$ cat src/rtl/calc_pkg.sv
// ============================================================================
// Module   : calc_pkg
// Desc     : Shared encodings for the calculator control core: ALU op codes,
//            display modes, sequencer states and the default result width.
// Revision : 1.0 - initial release
// ============================================================================
`default_nettype none

package calc_pkg;

    localparam int CALC_RES_W = 14;

    localparam logic [1:0] OP_ADD = 2'b00;
    localparam logic [1:0] OP_SUB = 2'b01;
    localparam logic [1:0] OP_MUL = 2'b10;
    localparam logic [1:0] OP_DIV = 2'b11;

    localparam logic [1:0] DISP_OPND = 2'b00;
    localparam logic [1:0] DISP_RES  = 2'b01;
    localparam logic [1:0] DISP_ERR  = 2'b10;

    typedef enum logic [2:0] {
        ST_EDIT   = 3'd0,
        ST_START  = 3'd1,
        ST_BUSY   = 3'd2,
        ST_RESULT = 3'd3,
        ST_ERR    = 3'd4
    } calc_state_t;

    // Lowest set bit of the op button vector selects the operation.
    function automatic logic [1:0] op_from_sel(input logic [3:0] sel);
        logic [1:0] code;
        code = OP_DIV;
        if (sel[0])      code = OP_ADD;
        else if (sel[1]) code = OP_SUB;
        else if (sel[2]) code = OP_MUL;
        return code;
    endfunction

endpackage

`default_nettype wire

$ cat src/rtl/calc_digit_bank.sv
// ============================================================================
// Module   : calc_digit_bank
// Desc     : Four wrapping BCD digit counters and the BCD-to-binary conversion
//            of the two two-digit operands.
// Revision : 1.0 - initial release
// ============================================================================
`default_nettype none

module calc_digit_bank
    import calc_pkg::*;
#(
    parameter int DIGIT_MAX = 9
) (
    input  logic        clk_in,
    input  logic        rst_n,
    input  logic [3:0]  inc,
    output logic [15:0] digits,
    output logic [6:0]  opnd_a,
    output logic [6:0]  opnd_b
);

    localparam logic [3:0] c_DIGIT_MAX = 4'(DIGIT_MAX);

    logic [3:0][3:0] w_dig;

    for (genvar i = 0; i < 4; i++) begin : g_digit
        logic [3:0] r_digit;

        always_ff @(posedge clk_in or negedge rst_n) begin
            if (!rst_n) begin
                r_digit <= '0;
            end else if (inc[i]) begin
                r_digit <= (r_digit == c_DIGIT_MAX) ? 4'd0 : r_digit + 4'd1;
            end
        end

        assign w_dig[i] = r_digit;
    end

    // Digit 0 (A tens) occupies the most significant nibble of the display word.
    assign digits = {w_dig[0], w_dig[1], w_dig[2], w_dig[3]};
    assign opnd_a = 7'd10 * {3'b000, w_dig[0]} + {3'b000, w_dig[1]};
    assign opnd_b = 7'd10 * {3'b000, w_dig[2]} + {3'b000, w_dig[3]};

endmodule

`default_nettype wire

$ cat src/rtl/calc_op_sequencer.sv
// ============================================================================
// Module   : calc_op_sequencer
// Desc     : Calculator control core: owns the operand digits, launches ALU
//            operations with a start/done handshake, latches results and
//            selects what the display path shows.
// Options  : CALC_TIMEOUT_EN - when defined, a BUSY watchdog of TIMEOUT_CYC
//            cycles forces the error display if the ALU never completes.
// Revision : 1.0 - initial release
// ============================================================================
`default_nettype none

module calc_op_sequencer
    import calc_pkg::*;
#(
    parameter int RES_W       = CALC_RES_W,
    parameter int TIMEOUT_CYC = 64,
    parameter int DIGIT_MAX   = 9
) (
    input  logic             clk_in,
    input  logic             rst_n,
    input  logic [3:0]       digit_inc,
    input  logic [3:0]       op_sel,
    input  logic             push,
    output logic             alu_start,
    output logic [1:0]       alu_op,
    output logic [6:0]       alu_a,
    output logic [6:0]       alu_b,
    input  logic             alu_done,
    input  logic [RES_W-1:0] alu_result,
    input  logic             alu_neg,
    output logic [1:0]       disp_mode,
    output logic [15:0]      disp_digits,
    output logic [RES_W-1:0] disp_value,
    output logic             disp_neg,
    output logic             busy
);

    calc_state_t r_state;

    logic       w_idle;
    logic       w_op_any;
    logic       w_apply;
    logic [3:0] w_inc;
    logic [1:0] w_op_code;
    logic [6:0] w_opnd_a;
    logic [6:0] w_opnd_b;

`ifdef CALC_TIMEOUT_EN
    localparam int c_TMO_W = $clog2(TIMEOUT_CYC + 1);
    logic [c_TMO_W-1:0] r_tmo_cnt;
`endif

    // Button events are honoured only outside an outstanding operation;
    // push outranks op_sel, which outranks digit increments.
    assign w_idle    = (r_state == ST_EDIT) || (r_state == ST_RESULT) || (r_state == ST_ERR);
    assign w_op_any  = |op_sel;
    assign w_apply   = w_idle && !push && !w_op_any;
    assign w_inc     = w_apply ? digit_inc : 4'b0000;
    assign w_op_code = op_from_sel(op_sel);

    calc_digit_bank #(
        .DIGIT_MAX (DIGIT_MAX)
    ) u_digit_bank (
        .clk_in (clk_in),
        .rst_n  (rst_n),
        .inc    (w_inc),
        .digits (disp_digits),
        .opnd_a (w_opnd_a),
        .opnd_b (w_opnd_b)
    );

    always_ff @(posedge clk_in or negedge rst_n) begin
        if (!rst_n) begin
            r_state    <= ST_EDIT;
            alu_start  <= 1'b0;
            alu_op     <= OP_ADD;
            alu_a      <= '0;
            alu_b      <= '0;
            disp_mode  <= DISP_OPND;
            disp_value <= '0;
            disp_neg   <= 1'b0;
            busy       <= 1'b0;
`ifdef CALC_TIMEOUT_EN
            r_tmo_cnt  <= '0;
`endif
        end else begin
            alu_start <= 1'b0;
            case (r_state)
                ST_EDIT, ST_RESULT, ST_ERR: begin
                    if (push) begin
                        r_state   <= ST_EDIT;
                        disp_mode <= DISP_OPND;
                    end else if (w_op_any) begin
                        if ((w_op_code == OP_DIV) && (w_opnd_b == 7'd0)) begin
                            r_state   <= ST_ERR;
                            disp_mode <= DISP_ERR;
                        end else begin
                            r_state   <= ST_START;
                            alu_op    <= w_op_code;
                            alu_a     <= w_opnd_a;
                            alu_b     <= w_opnd_b;
                            alu_start <= 1'b1;
                            busy      <= 1'b1;
                            disp_mode <= DISP_OPND;
                        end
                    end else if (|digit_inc) begin
                        r_state   <= ST_EDIT;
                        disp_mode <= DISP_OPND;
                    end
                end
                ST_START: begin
                    r_state   <= ST_BUSY;
`ifdef CALC_TIMEOUT_EN
                    r_tmo_cnt <= '0;
`endif
                end
                ST_BUSY: begin
                    if (alu_done) begin
                        r_state    <= ST_RESULT;
                        disp_value <= alu_result;
                        disp_neg   <= alu_neg;
                        disp_mode  <= DISP_RES;
                        busy       <= 1'b0;
`ifdef CALC_TIMEOUT_EN
                    end else if (r_tmo_cnt == c_TMO_W'(TIMEOUT_CYC - 1)) begin
                        r_state   <= ST_ERR;
                        disp_mode <= DISP_ERR;
                        busy      <= 1'b0;
                    end else begin
                        r_tmo_cnt <= r_tmo_cnt + c_TMO_W'(1);
`endif
                    end
                end
                default: begin
                    r_state <= ST_EDIT;
                    busy    <= 1'b0;
                end
            endcase
        end
    end

endmodule

`default_nettype wire

$ cat config.mk
export PLATFORM = sky130hd
export DESIGN_NAME = calc_op_sequencer
export DESIGN_NICKNAME = d
export VERILOG_FILES = /design/src/rtl/calc_pkg.sv /design/src/rtl/calc_digit_bank.sv /design/src/rtl/calc_op_sequencer.sv
export SDC_FILE = /design/constraint.sdc
export NUM_CORES = 1
export LEC_CHECK = 0
export CORE_MARGIN = 2
export CORE_UTILIZATION = 51
export CTS_CLUSTER_DIAMETER = 30
export DETAILED_ROUTE_END_ITERATION = 6
export HOLD_SLACK_MARGIN = 0.1
export PLACE_DENSITY = 0.85
export SLEW_MARGIN = 10
export SYNTH_ARGS = -nofsm -noshare
export SYNTH_HDL_FRONTEND = slang
export SYNTH_SLANG_ARGS = --single-unit
$ cat constraint.sdc
create_clock -name clk_in -period 4.43 [get_ports clk_in]
set_input_delay 0.886 -clock clk_in [delete_from_list [all_inputs] [get_ports clk_in]]
set_output_delay 0.886 -clock clk_in [all_outputs]
set_load 0.02 [all_outputs]
Word level (Yosys, flattened, before mapping):

Cells that the tools add are included.

* shifts and indexed selects: 0
* equality and inequality tests: 14
* multiply operators: 2
* order comparisons: 0
* divide/modulo/power cells: 0
* multiplexer cells: 29
* reduce and logical (&&, ||, !) cells: 18
* bitwise operators: 3
* add/sub/neg operators: 6

Operator list (count)
* 4-bit 2-to-1 mux: 5
* 4-bit by 1-bit adder with 4-bit output, second input constant: 4
* 4-bit equality test, second input constant: 4
* 3-bit 2-to-1 mux: 5
* 7-bit by 4-bit adder with 7-bit output: 2
* 2-bit 2-to-1 mux: 7
* 3-bit by 4-bit multiplier with 6-bit output, first input constant: 2
* 1-bit 2-to-1 mux: 9
* 3-bit one-hot mux with 3 select lines: 1
* 2-bit != test, second input constant: 4
* 4-bit OR reduction: 2
* 7-bit zero test: 1
* 3-bit by 2-bit equality test with 1-bit output, second input constant: 2
* 5-bit AND reduction: 1
* 4-bit != test, second input constant: 1
* 2-bit one-hot mux with 2 select lines: 1
* 2-bit AND reduction: 2
* 4-bit AND reduction: 1
* 3-bit by 1-bit equality test with 1-bit output, second input constant: 1
* 3-bit equality test, second input constant: 1
* 1-bit logical AND: 3
* 3-bit zero test: 1
* 1-bit NOT: 3
* 1-bit one-hot mux with 3 select lines: 1
* 6 further kinds: 8

* flip-flop bits (word level): 54
* logic and storage cells: 85
* memory bits (read-only): 0
* bits in writable memories: 0
* output and inout port bits: 51
* memories kept: 0
* bits in latches: 0

Longest topological paths before layout:

* word-level depth: 9
* gate-level depth with buffers: 11
* mapped depth without buffers: 10

Modules after synthesis:

A second synthesis with hierarchy kept.

* cells, all modules: 264
* area total of the unflattened synthesis: 2826.5 um^2

By module, submodules not included
* calc_op_sequencer: sequential area each 950.9 um^2, area each 1640.3 um^2, cells each 147, times used 1
* calc_digit_bank: sequential area each 400.4 um^2, area each 1186.1 um^2, cells each 117, times used 1

Worst setup path before layout:

Ideal clock, no wire load.

* path type: register -> register
* start point: register u_digit_bank.g_digit[3].r_digit[1]
* end point: register r_state[0]
* arrival: 2.917 ns
* period minus slack after synthesis: 3.048 ns
* buffers on the path: 1
* library setup time: 0.131 ns
* slack: 1.382 ns
* stages on the path, launching flop included: 10
* data required time: 4.299 ns
* cells stage by stage: dfrtp_1 -> ha_1 -> fa_1 -> or4_1 -> or4_1 -> a211oi_2 -> a21o_1 -> buf_6 -> inv_6 -> or3_4

* word-level cells in the longest chain between the ends: 7

Ends and longest elaborated chain
* start: declaration: line calc_digit_bank.sv:27 `logic [3:0] r_digit;`
* start signal: assignment: line calc_digit_bank.sv:33 `r_digit <= (r_digit == c_DIGIT_MAX) ? 4'd0 : r_digit + 4'd1;`
* 7-bit by 4-bit adder with 7-bit output: line calc_digit_bank.sv:43 `assign opnd_b = 7'd10 * {3'b000, w_dig[2]} + {3'b000, w_dig[3]};`
* named net u_digit_bank.opnd_b[2]: line calc_digit_bank.sv:19 `output logic [6:0] opnd_b`
* 7-bit zero test: line calc_op_sequencer.sv:94 `if ((w_op_code == OP_DIV) && (w_opnd_b == 7'd0)) begin`
* 1-bit logical AND: line calc_op_sequencer.sv:94
* 3-bit 2-to-1 mux: line calc_op_sequencer.sv:94
* 3-bit 2-to-1 mux: line calc_op_sequencer.sv:93 `end else if (w_op_any) begin`
* 3-bit 2-to-1 mux: line calc_op_sequencer.sv:90 `if (push) begin`
* 3-bit one-hot mux with 3 select lines: line calc_op_sequencer.sv:88 `case (r_state)`
* end signal: assignment: line calc_op_sequencer.sv:91 `r_state <= ST_EDIT;`
* end signal: assignment: line calc_op_sequencer.sv:95 `r_state <= ST_ERR;`
* end signal: assignment: line calc_op_sequencer.sv:98 `r_state <= ST_START;`
* end: declaration: line calc_op_sequencer.sv:38 `calc_state_t r_state;`

The timed path passes the listed nets, and every way through them passes these cells.
A chain may end at the register's enable or synchronous reset.

Worst setup path after layout:

Same ends and word-level chain as after synthesis.

==> out/metrics.cfg <==
[placement]
io_buffers = 77
place_congestion = 0.805
pre_cts_ws_ns = 0.839
hpwl_um = 4460

[clock_tree]
numCtsBuffers = 5
tritoncts = done
cts_max_level = 2
cts_sinks = 54
hold_buffers = 0
post-cts-setup-buffer-count = 0
clock_latency_ns = 0.31
cts_resized = 0
cts_root_buf = clkbuf_8
clock_path_buffers = 2
path_clk_slew_ns = 0.09

[synth]
synth_area_leaders = dfrtp_1 50%, mux2_2 11%, ha_1 6.0%
synth_top_area_share_pct = 50.0
ys_warn_count = 0
synth_area_leader_cell = dfrtp_1
synth_edf_count = 0
synth_ff_type = dfrtp_1
synthArstFlopShare_pct = 100
ys_seq_area_share_pct = 50.0
avgSynthCellArea_um2 = 11.6
syn_inst = 234
synth_cell_types = 38
ys_seq_elements = 54
syn_area_mm2 = 0.00270
synth_nets = 278

[critical_path]
worstSetupPathType = reg2reg
end_kind = flip-flop
worst_setup_path_start_kind = flip-flop
worstPathRequired_ns = 4.62
critPathMaxFanout = 10
cp.arrival_ns = 3.46

[hold_path]
hold_path_class = reg2reg

[global_routing]
grt_max_degree = 55
grt_pass1_vias = 2054
grt-ovfl-total = 0
track_usage_pct = 21.7
antenna_found_initial = 0
grt_pass1_wl_um = 10100

[route]
first_iter_violations = 136
dr.pass1.iters = 4
ant_nets = 0
wl_um = 5910
drc = 0
wl_per_cell_um = 15.4
via_per_inst = 5.22
vias = 2006

[finish]
n_antenna_cell = 0
final_common_cell = clkdlybuf4s50_1
drive_above_1_share_pct = 14.3
area.growth.synth_to_final_pct = 34.7
final_cell_mix = 76 x clkdlybuf4s50_1, 54 x dfrtp_1, 30 x nand2_1
nNetsFinal = 358

[floorplan]
ios = 78
die_w_um = 76.8
dieHeight_um = 76.8
dieArea_mm2 = 0.00590
num_rows = 26
core_area_mm2 = 0.00511
start_util_pct = 52.9

[sta]
finalHoldViolCount = 0
max_freq_mhz = 306
rsz0062_at_grt = false
setup_viol = 0
slew_headroom_pct = 48.4
fin_skew_ns = 0.00644
tns_ns = 0
worst_slack_ns = 1.17
period_share_pct = 73.7
finalCriticalPeriod_ns = 3.26
tightest_slew_ns = 0.775
slew_viol_final = 0

[run_status]
status = finished clean

[power_and_ir_drop]
cellLeakagePower_nw = 1.60
p_per_area_mw_per_mm2 = 541
ir_drop_uv = 462

[flow_run]
drv_cap = 0

[report_power, final]
part / internal (mW) / switching, mW / total [mW]
registers: 0.648 / 0.118 / 0.765
clock network: 0.167 / 0.163 / 0.329
logic: 0.458 / 0.416 / 0.874
total: 1.27 / 0.697 / 1.97
[per-stage QoR]
step	utilization, %	hold WS, ns	instances	power, mW	cell area (µm²)
floorplan	-	0.453	234	1.26	2700
global placement	69.2	0.460	377	1.63	3530
detailed placement	69.2	0.474	377	1.66	3530
CTS	71.3	0.500	384	1.99	3640
global route	71.3	0.520	384	2.08	3640
finish	71.3	0.496	384	1.97	3640
[cells in the mapped netlist, drive strengths merged (2+ instances only)]
master   number
a211oi        2
a21o          6
a21oi         2
a22o          5
and3          6
buf           3
clkbuf        3
dfrtp        54
fa            4
ha           13
inv          10
mux2         27
nand2        30
nand2b        4
nand3         5
nand3b        2
nor2          6
nor2b         4
o21ai        18
o2bb2ai       2
or3           2
or4           3
xnor2        14
xor2          2
[area by class of cell]
type / count / area (µm²)
tap: 70 / 87.6
clock buffer: 5 / 68.8
inverter: 10 / 42.5
multi-input combinational: 164 / 1270
clock inverter: 2 / 38.8
timing repair buffer: 79 / 781
fill: 393 / 1470
sequential: 54 / 1350
[metal layers]
metal	track usage [%]	routed length [µm]	vias up	share of wire, %
li1	-	-	976	-
met1	29.2	2640	970	45
met2	36.0	2880	53	49
met3	5.29	336	7	5.7
met4	4.00	58	0	0.98
met5	0	0	-	0
[flip-flops by register name, summed over array words and instances, names as in the netlist]
signal,flops
alu_op,2
r_state,3
alu_a,7
alu_start,1
disp_neg,1
alu_b,7
disp_mode,2
busy,1
disp_value,14
u_digit_bank.g_digit.r_digit,16
[critical path, stage by stage (launching register included)]
cell	delay, ns
dfrtp_1	0.46
ha_1	0.25
fa_1	0.45
or4_1	0.40
or4_1	0.49
a211oi_2	0.22
a21o_1	0.40
inv_6	0.10
or3_4	0.39
[logic make-up after synthesis]
kind of cell / count (synthesis) / synth area share (%)
buf+inv: 16 / 2.96
mux: 28 / 11.6
compound gates: 37 / 9.02
fa+ha+maj: 17 / 8.98
flops: 54 / 50.0
simple gates: 66 / 12.3
xor+xnor: 16 / 5.18
[final timing paths]
path	from	end	slack, ns	cells past startpoint
max reg2reg	u_digit_bank.g_digit[3].r_digit[1]$_DFFE_PN0P_	r_state[0]$_DFFE_PN0P_	1.17	8
min in group asynchronous	rst_n	disp_value[12]$_DFFE_PN0P_	0.68	2
max	u_digit_bank.g_digit[3].r_digit[1]$_DFFE_PN0P_	r_state[0]$_DFFE_PN0P_	1.17	8
min reg2reg	disp_mode[1]$_DFFE_PN0P_	disp_mode[1]$_DFFE_PN0P_	0.50	1
max in group asynchronous	rst_n	u_digit_bank.g_digit[1].r_digit[0]$_DFFE_PN0P_	3.29	2
min	disp_mode[1]$_DFFE_PN0P_	disp_mode[1]$_DFFE_PN0P_	0.50	1
Note: power is estimated with default switching activity, not from simulation.
==> patch 1: new RTL, same settings <==
The package constant `CALC_RES_W` goes from 14 to 10.
--- a/src/rtl/calc_pkg.sv
+++ b/src/rtl/calc_pkg.sv
@@ -8,7 +8,7 @@
 
 package calc_pkg;
 
-    localparam int CALC_RES_W = 14;
+    localparam int CALC_RES_W = 10;
 
     localparam logic [1:0] OP_ADD = 2'b00;
     localparam logic [1:0] OP_SUB = 2'b01;
Interface: changed (resized alu_result and disp_value); port bits go from 78 to 70. The function was not compared with the original's and may differ.
==> patch 1 against the original RTL <==
  * Hold slack lost 19 ps
  * Non-clock buffer count is 9 lower
  * Routed wire length is 7.0% lower
  * Core utilization decreased by 2.4 points
  * Power down 6.2%
  * Area after synthesis decreased by 2.6%
  * Final area shrank 4.6%
  * Register-to-register slack improved by 220 ps
  * Combinational power shrank 3.8%
  * Synthesized cell count shrank 3.0%
  * Sequential cell count shrank 4
  * Critical endpoint is now alu_b[3]
  * Worst setup slack improved by 210 ps
  * Clock power fell by 12%
  * First-iteration DRC count down 3.7%
==> patch 1: results (changes against the original RTL) <==
| Metric | Value |
|---|---|
| Run status | `complete, no violations (unchanged)` |
| Vias in the first global route | `2001 (was 2054)` |
| Slowest stage delay, CP | `510 ps (was 490 ps)` |
| Top Registers | `u_digit_bank.g_digit.r_digit (16), disp_value (10) (was u_digit_bank.g_digit.r_digit (16), disp_value (14))` |
| Number of vias per cell | `5.29 (was 5.22)` |
| VDD IR max | `267 uV (was 462 uV)` |
| Cells after Synth | `227 (was 234)` |
| Static leakage | `1.53 nW (was 1.60 nW)` |
| Share of cells above drive strength 1 | `15.1% (was 14.3%)` |
| Port buffer count | `69 (was 77)` |
| Die area | `0.00575 mm2 (was 0.00590 mm2)` |
| # fillers | `384 (was 393)` |
| Clk_skew | `6.84 ps (was 6.44 ps)` |
| Largest net degree at the start of global routing | `51 (was 55)` |
| Main area contributors after synthesis | `dfrtp_1 48%, mux2_4 6.3%, ha_1 6.2% (was dfrtp_1 50%, mux2_2 11%, ha_1 6.0%)` |
| Post-Synth Adder-Cell Area | `9.22% (was 8.98%)` |
| DP Area | `0.00338 mm2 (was 0.00353 mm2)` |
| Final #Nets | `338 (was 358)` |
| Compound-Gate Fraction of Synth Area | `10.2% (was 9.02%)` |
| DP Cell Count | `361 (was 377)` |
| Crit path max fanout | `11 (was 10)` |
| Gr usage total | `20.9% (was 21.7%)` |
| Synth Area in XOR/XNOR | `5.65% (was 5.18%)` |
| Placement Setup Slack | `1060 ps (was 839 ps)` |
| Syn Nets | `267 (was 278)` |
| Drt initial violations | `131 (was 136)` |
| Distinct cells, synth | `40 (was 38)` |
| Cell Area, Synth | `0.00263 mm2 (was 0.00270 mm2)` |
| Hpwl dp | `4150 um (was 4460 um)` |
| Switching share of power | `36.8% (was 35.4%)` |
| Post-synth top cells | `50 x dfrtp_1, 24 x nand2_1, 21 x o21ai_0 (was 54 x dfrtp_1, 30 x nand2_1, 27 x mux2_2)` |
| Total Wirelength | `5500 um (was 5910 um)` |
| Multiplexer share of the synthesized area | `12.3% (was 11.6%)` |
| CTS-repair resized insts | `0 (unchanged)` |
| Routability Congestion | `0.876 (was 0.805)` |
| Worst EP arrival | `3260 ps (was 3460 ps)` |
[patch 1: cell types whose count changed after synthesis, sizes merged, moves of 2 or more]
cell / before / now
a22o: 5 / 7
buf: 3 / 5
nor2: 6 / 2
a21oi: 2 / 5
clkbuf: 3 / 1
o21ai: 18 / 21
mux2: 27 / 25
a21o: 6 / 4
dfrtp: 54 / 50
nor3: 1 / 3
nand2: 30 / 24
and2: 0 / 3
[patch 1: final timing paths]
check | end | cells past startpoint | slack (ps) | start
max in group asynchronous | r_state[1] | 1 | 3000 | rst_n
min in group asynchronous | alu_b[0] | 1 | 770 | rst_n
worst max register to register | alu_b[3] | 8 | 1390 | u_digit_bank.g_digit[2].r_digit[0]
worst min register to register | busy | 2 | 480 | busy
worst max-delay path | alu_b[3] | 7 | 1380 | op_sel[0]
worst min-delay path | busy | 2 | 480 | busy
[patch 1: final cells by class]
type	count	area [um2]	area share [%]
Timing Repair Buffer	70	693	20.0
Clock buffer	5	68.8	1.98
Inverter	10	42.5	1.22
Tap cell	70	87.6	2.52
Clock inverter	3	28.8	0.829
Multi-Input combinational cell	161	1300	37.5
Sequential cell	50	1250	36.0
[patch 1: tightest hold or removal path: stages, from the launching register on]
cell	delay (ps)
dfrtp_1	350
nand2_1	50
nand2_1	50
[patch 1: power groups by stage]
stage	combinational, mW	sequential [mW]	clock (mW)
4_1_cts	0.852	0.719	0.297
5_1_grt	0.909	0.740	0.312
6_report	0.841	0.716	0.290
3_3_place_gp	0.828	0.719	0
3_5_place_dp	0.848	0.725	0
2_1_floorplan	0.355	0.854	0
[patch 1: cells by family after synthesis]
logic type	count (synthesis)
muxes	25
adders and majority gates	17
DFF	50
and+or+nand+nor	61
AOI/OAI and AO/OA	41
buffers and inverters	16
xor gates and xnor gates	17
[patch 1: routing by layer]
layer | global-route usage [%] | wire [um] | up-vias
li1 | - | - | 936
met1 | 27.0 | 2390 | 943
met2 | 34.5 | 2700 | 58
met3 | 3.97 | 262 | 15
met4 | 8.58 | 142 | 0
met5 | 0 | 0 | -
==> patch 2: new RTL, same flow settings <==
Made on the original files. Add an input register stage for `digit_inc`, `op_sel`, `push`, `alu_done`, `alu_result` and `alu_neg`, with the module's reset; this delays them by one clock.
--- a/src/rtl/calc_op_sequencer.sv
+++ b/src/rtl/calc_op_sequencer.sv
@@ -35,6 +35,31 @@
     output logic             busy
 );
 
+    logic [3:0] digit_inc_q;
+    logic [3:0] op_sel_q;
+    logic push_q;
+    logic alu_done_q;
+    logic [RES_W-1:0] alu_result_q;
+    logic alu_neg_q;
+
+    always_ff @(posedge clk_in or negedge rst_n) begin
+        if (!rst_n) begin
+            digit_inc_q  <= '0;
+            op_sel_q     <= '0;
+            push_q       <= '0;
+            alu_done_q   <= '0;
+            alu_result_q <= '0;
+            alu_neg_q    <= '0;
+        end else begin
+            digit_inc_q  <= digit_inc;
+            op_sel_q     <= op_sel;
+            push_q       <= push;
+            alu_done_q   <= alu_done;
+            alu_result_q <= alu_result;
+            alu_neg_q    <= alu_neg;
+        end
+    end
+
     calc_state_t r_state;
 
     logic       w_idle;
@@ -53,10 +78,10 @@
     // Button events are honoured only outside an outstanding operation;
     // push outranks op_sel, which outranks digit increments.
     assign w_idle    = (r_state == ST_EDIT) || (r_state == ST_RESULT) || (r_state == ST_ERR);
-    assign w_op_any  = |op_sel;
-    assign w_apply   = w_idle && !push && !w_op_any;
-    assign w_inc     = w_apply ? digit_inc : 4'b0000;
-    assign w_op_code = op_from_sel(op_sel);
+    assign w_op_any  = |op_sel_q;
+    assign w_apply   = w_idle && !push_q && !w_op_any;
+    assign w_inc     = w_apply ? digit_inc_q : 4'b0000;
+    assign w_op_code = op_from_sel(op_sel_q);
 
     calc_digit_bank #(
         .DIGIT_MAX (DIGIT_MAX)
@@ -87,7 +112,7 @@
             alu_start <= 1'b0;
             case (r_state)
                 ST_EDIT, ST_RESULT, ST_ERR: begin
-                    if (push) begin
+                    if (push_q) begin
                         r_state   <= ST_EDIT;
                         disp_mode <= DISP_OPND;
                     end else if (w_op_any) begin
@@ -103,7 +128,7 @@
                             busy      <= 1'b1;
                             disp_mode <= DISP_OPND;
                         end
-                    end else if (|digit_inc) begin
+                    end else if (|digit_inc_q) begin
                         r_state   <= ST_EDIT;
                         disp_mode <= DISP_OPND;
                     end
@@ -115,10 +140,10 @@
 `endif
                 end
                 ST_BUSY: begin
-                    if (alu_done) begin
+                    if (alu_done_q) begin
                         r_state    <= ST_RESULT;
-                        disp_value <= alu_result;
-                        disp_neg   <= alu_neg;
+                        disp_value <= alu_result_q;
+                        disp_neg   <= alu_neg_q;
                         disp_mode  <= DISP_RES;
                         busy       <= 1'b0;
 `ifdef CALC_TIMEOUT_EN
Function: changed (Yosys sat finds a counterexample within 4 cycles, from zero or initial values and one cycle with rst_n low).
==> patch 2 against the original RTL <==
  * Final cell count is 13% higher
  * Power up 27%
  * Synthesized cell count rose by 15%
  * Sequential cell count up 25
  * Worst setup slack lost 96 ps
  * Critical path depth unchanged
  * Final area increased by 23%
  * Area after synthesis rose by 27%
  * Routed wire length is 14% higher
  * Highest routed layer unchanged
==> patch 2: results (changes against the original RTL) <==
| Metric | Value |
|---|---|
| Run status | `complete, no violations (unchanged)` |
| Distinct cells, synth | `46 (was 38)` |
| Multiplexer share of the synthesized area | `8.83% (was 11.6%)` |
| FF-to-FF path depth | `8 (unchanged)` |
| Remaining antenna violation count | `0 (unchanged)` |
| Worst EP arrival | `3580 ps (was 3460 ps)` |
| # H-tree levels | `3 (was 2)` |
| Syn Nets | `313 (was 278)` |
| Clk_skew | `5.49 ps (was 6.44 ps)` |
| Share of cells above drive strength 1 | `15.4% (was 14.3%)` |
| Main area contributors after synthesis | `dfrtp_1 58%, mux2_2 8.5%, ha_1 4.4% (was dfrtp_1 50%, mux2_2 11%, ha_1 6.0%)` |
| Switching share of power | `33.2% (was 35.4%)` |
| Multi-input gate area | `0.00137 mm2 (was 0.00127 mm2)` |
| Number of vias per cell | `5.33 (was 5.22)` |
| Largest net degree at the start of global routing | `80 (was 55)` |
| Hold_ws | `483 ps (was 496 ps)` |
| DP Area | `0.00426 mm2 (was 0.00353 mm2)` |
| Synth Area per Inst | `12.7 um2 (was 11.6 um2)` |
| Static leakage | `1.94 nW (was 1.60 nW)` |
| Hpwl dp | `4790 um (was 4460 um)` |
| Vias in the first global route | `2382 (was 2054)` |
| Global-route wire length before repair | `11100 um (was 10100 um)` |
| Top Registers | `u_digit_bank.g_digit.r_digit (16), alu_result_q (14), disp_value (14) (was u_digit_bank.g_digit.r_digit (16), disp_value (14))` |
| Gr usage total | `19.8% (was 21.7%)` |
| Synth Area in XOR/XNOR | `4.60% (was 5.18%)` |
| Crit path max fanout | `16 (was 10)` |
| # fillers | `468 (was 393)` |
| Drt initial violations | `93 (was 136)` |
| Vias | `2312 (was 2006)` |
| DP Cell Count | `418 (was 377)` |
| Maximum clock path buffer count | `2 (unchanged)` |
| Reg2reg setup slack | `1070 ps (was 1170 ps)` |
| VDD IR max | `308 uV (was 462 uV)` |
| Routability Congestion | `0.834 (was 0.805)` |
| Clock transition at path regs | `80 ps` |
| Max-slew headroom | `37.9% (was 48.4%)` |
| Antenna violations before repair | `0 (unchanged)` |
| Compound-Gate Fraction of Synth Area | `8.24% (was 9.02%)` |
| Buffer type at the clock tree root | `clkbuf_8 (unchanged)` |
| Total CTS buffers | `9 (was 5)` |
| Total Wirelength | `6730 um (was 5910 um)` |
| Final #Nets | `395 (was 358)` |
| Final Cycle Share | `75.8% (was 73.7%)` |
| Post-synth top cells | `79 x dfrtp_1, 26 x mux2_2, 19 x nand2_1 (was 54 x dfrtp_1, 30 x nand2_1, 27 x mux2_2)` |
| Post-Synth Adder-Cell Area | `6.71% (was 8.98%)` |
| CTS-repair resized insts | `0 (unchanged)` |
| Clk_lat worst skew | `340 ps (was 310 ps)` |
| Seq/Total Area, Yosys | `57.6% (was 50.0%)` |
==> patch 2: routing by layer <==
metal	up-vias	part of all wire [%]	global-route usage, %
li1	1103	-	-
met1	1138	43	25.5
met2	63	51	32.3
met3	8	4.2	3.18
met4	0	1.3	9.96
met5	-	0	0
==> patch 2: power groups by stage <==
stage	Clock [mW]	Sequential, mW	Combinational [mW]
final	0.584	1.02	0.893
after global routing	0.624	1.04	0.957
after global placement	0	1.02	0.879
after detailed placement	0	1.03	0.898
after CTS	0.594	1.02	0.906
after floorplan	0	1.18	0.340
==> patch 2: worst max-delay path, cell delays in order (launching register included) <==
cell and delay [ps]:
dfrtp_1 470, ha_1 340, ha_1 210, fa_1 590, o211ai_1 140, nor3_1 230
o2111ai_1 200, o21ai_2 650, mux2_2 420
==> patch 2: path summary, 6_finish.rpt <==
path | startpoint | endpoint
hold reg to reg | alu_result_q[9] | disp_value[9]
setup / recovery | u_digit_bank.g_digit[2].r_digit[1] | alu_a[6]
hold / removal | alu_result_q[9] | disp_value[9]
max in group asynchronous | rst_n | alu_a[6]
setup reg to reg | u_digit_bank.g_digit[2].r_digit[1] | alu_a[6]
min in group asynchronous | rst_n | disp_value[11]
==> patch 2: cell families after synthesis <==
logic type,count (synthesis)
AO/OA/AOI/OAI,40
multiplexers,27
buffers and inverters,20
adder cells (fa/ha/maj),16
flip-flops,79
XOR/XNOR,18
AND/OR/NAND/NOR,70
==> patch 2: cell type report <==
cell class	count	area share, %
flip-flops and latches	79	44.1
multi-input cells	171	30.5
repair buffers	77	17.1
clock buffers	10	2.85
well taps	77	2.15
clock inverters	6	2.07
inverters	14	1.17
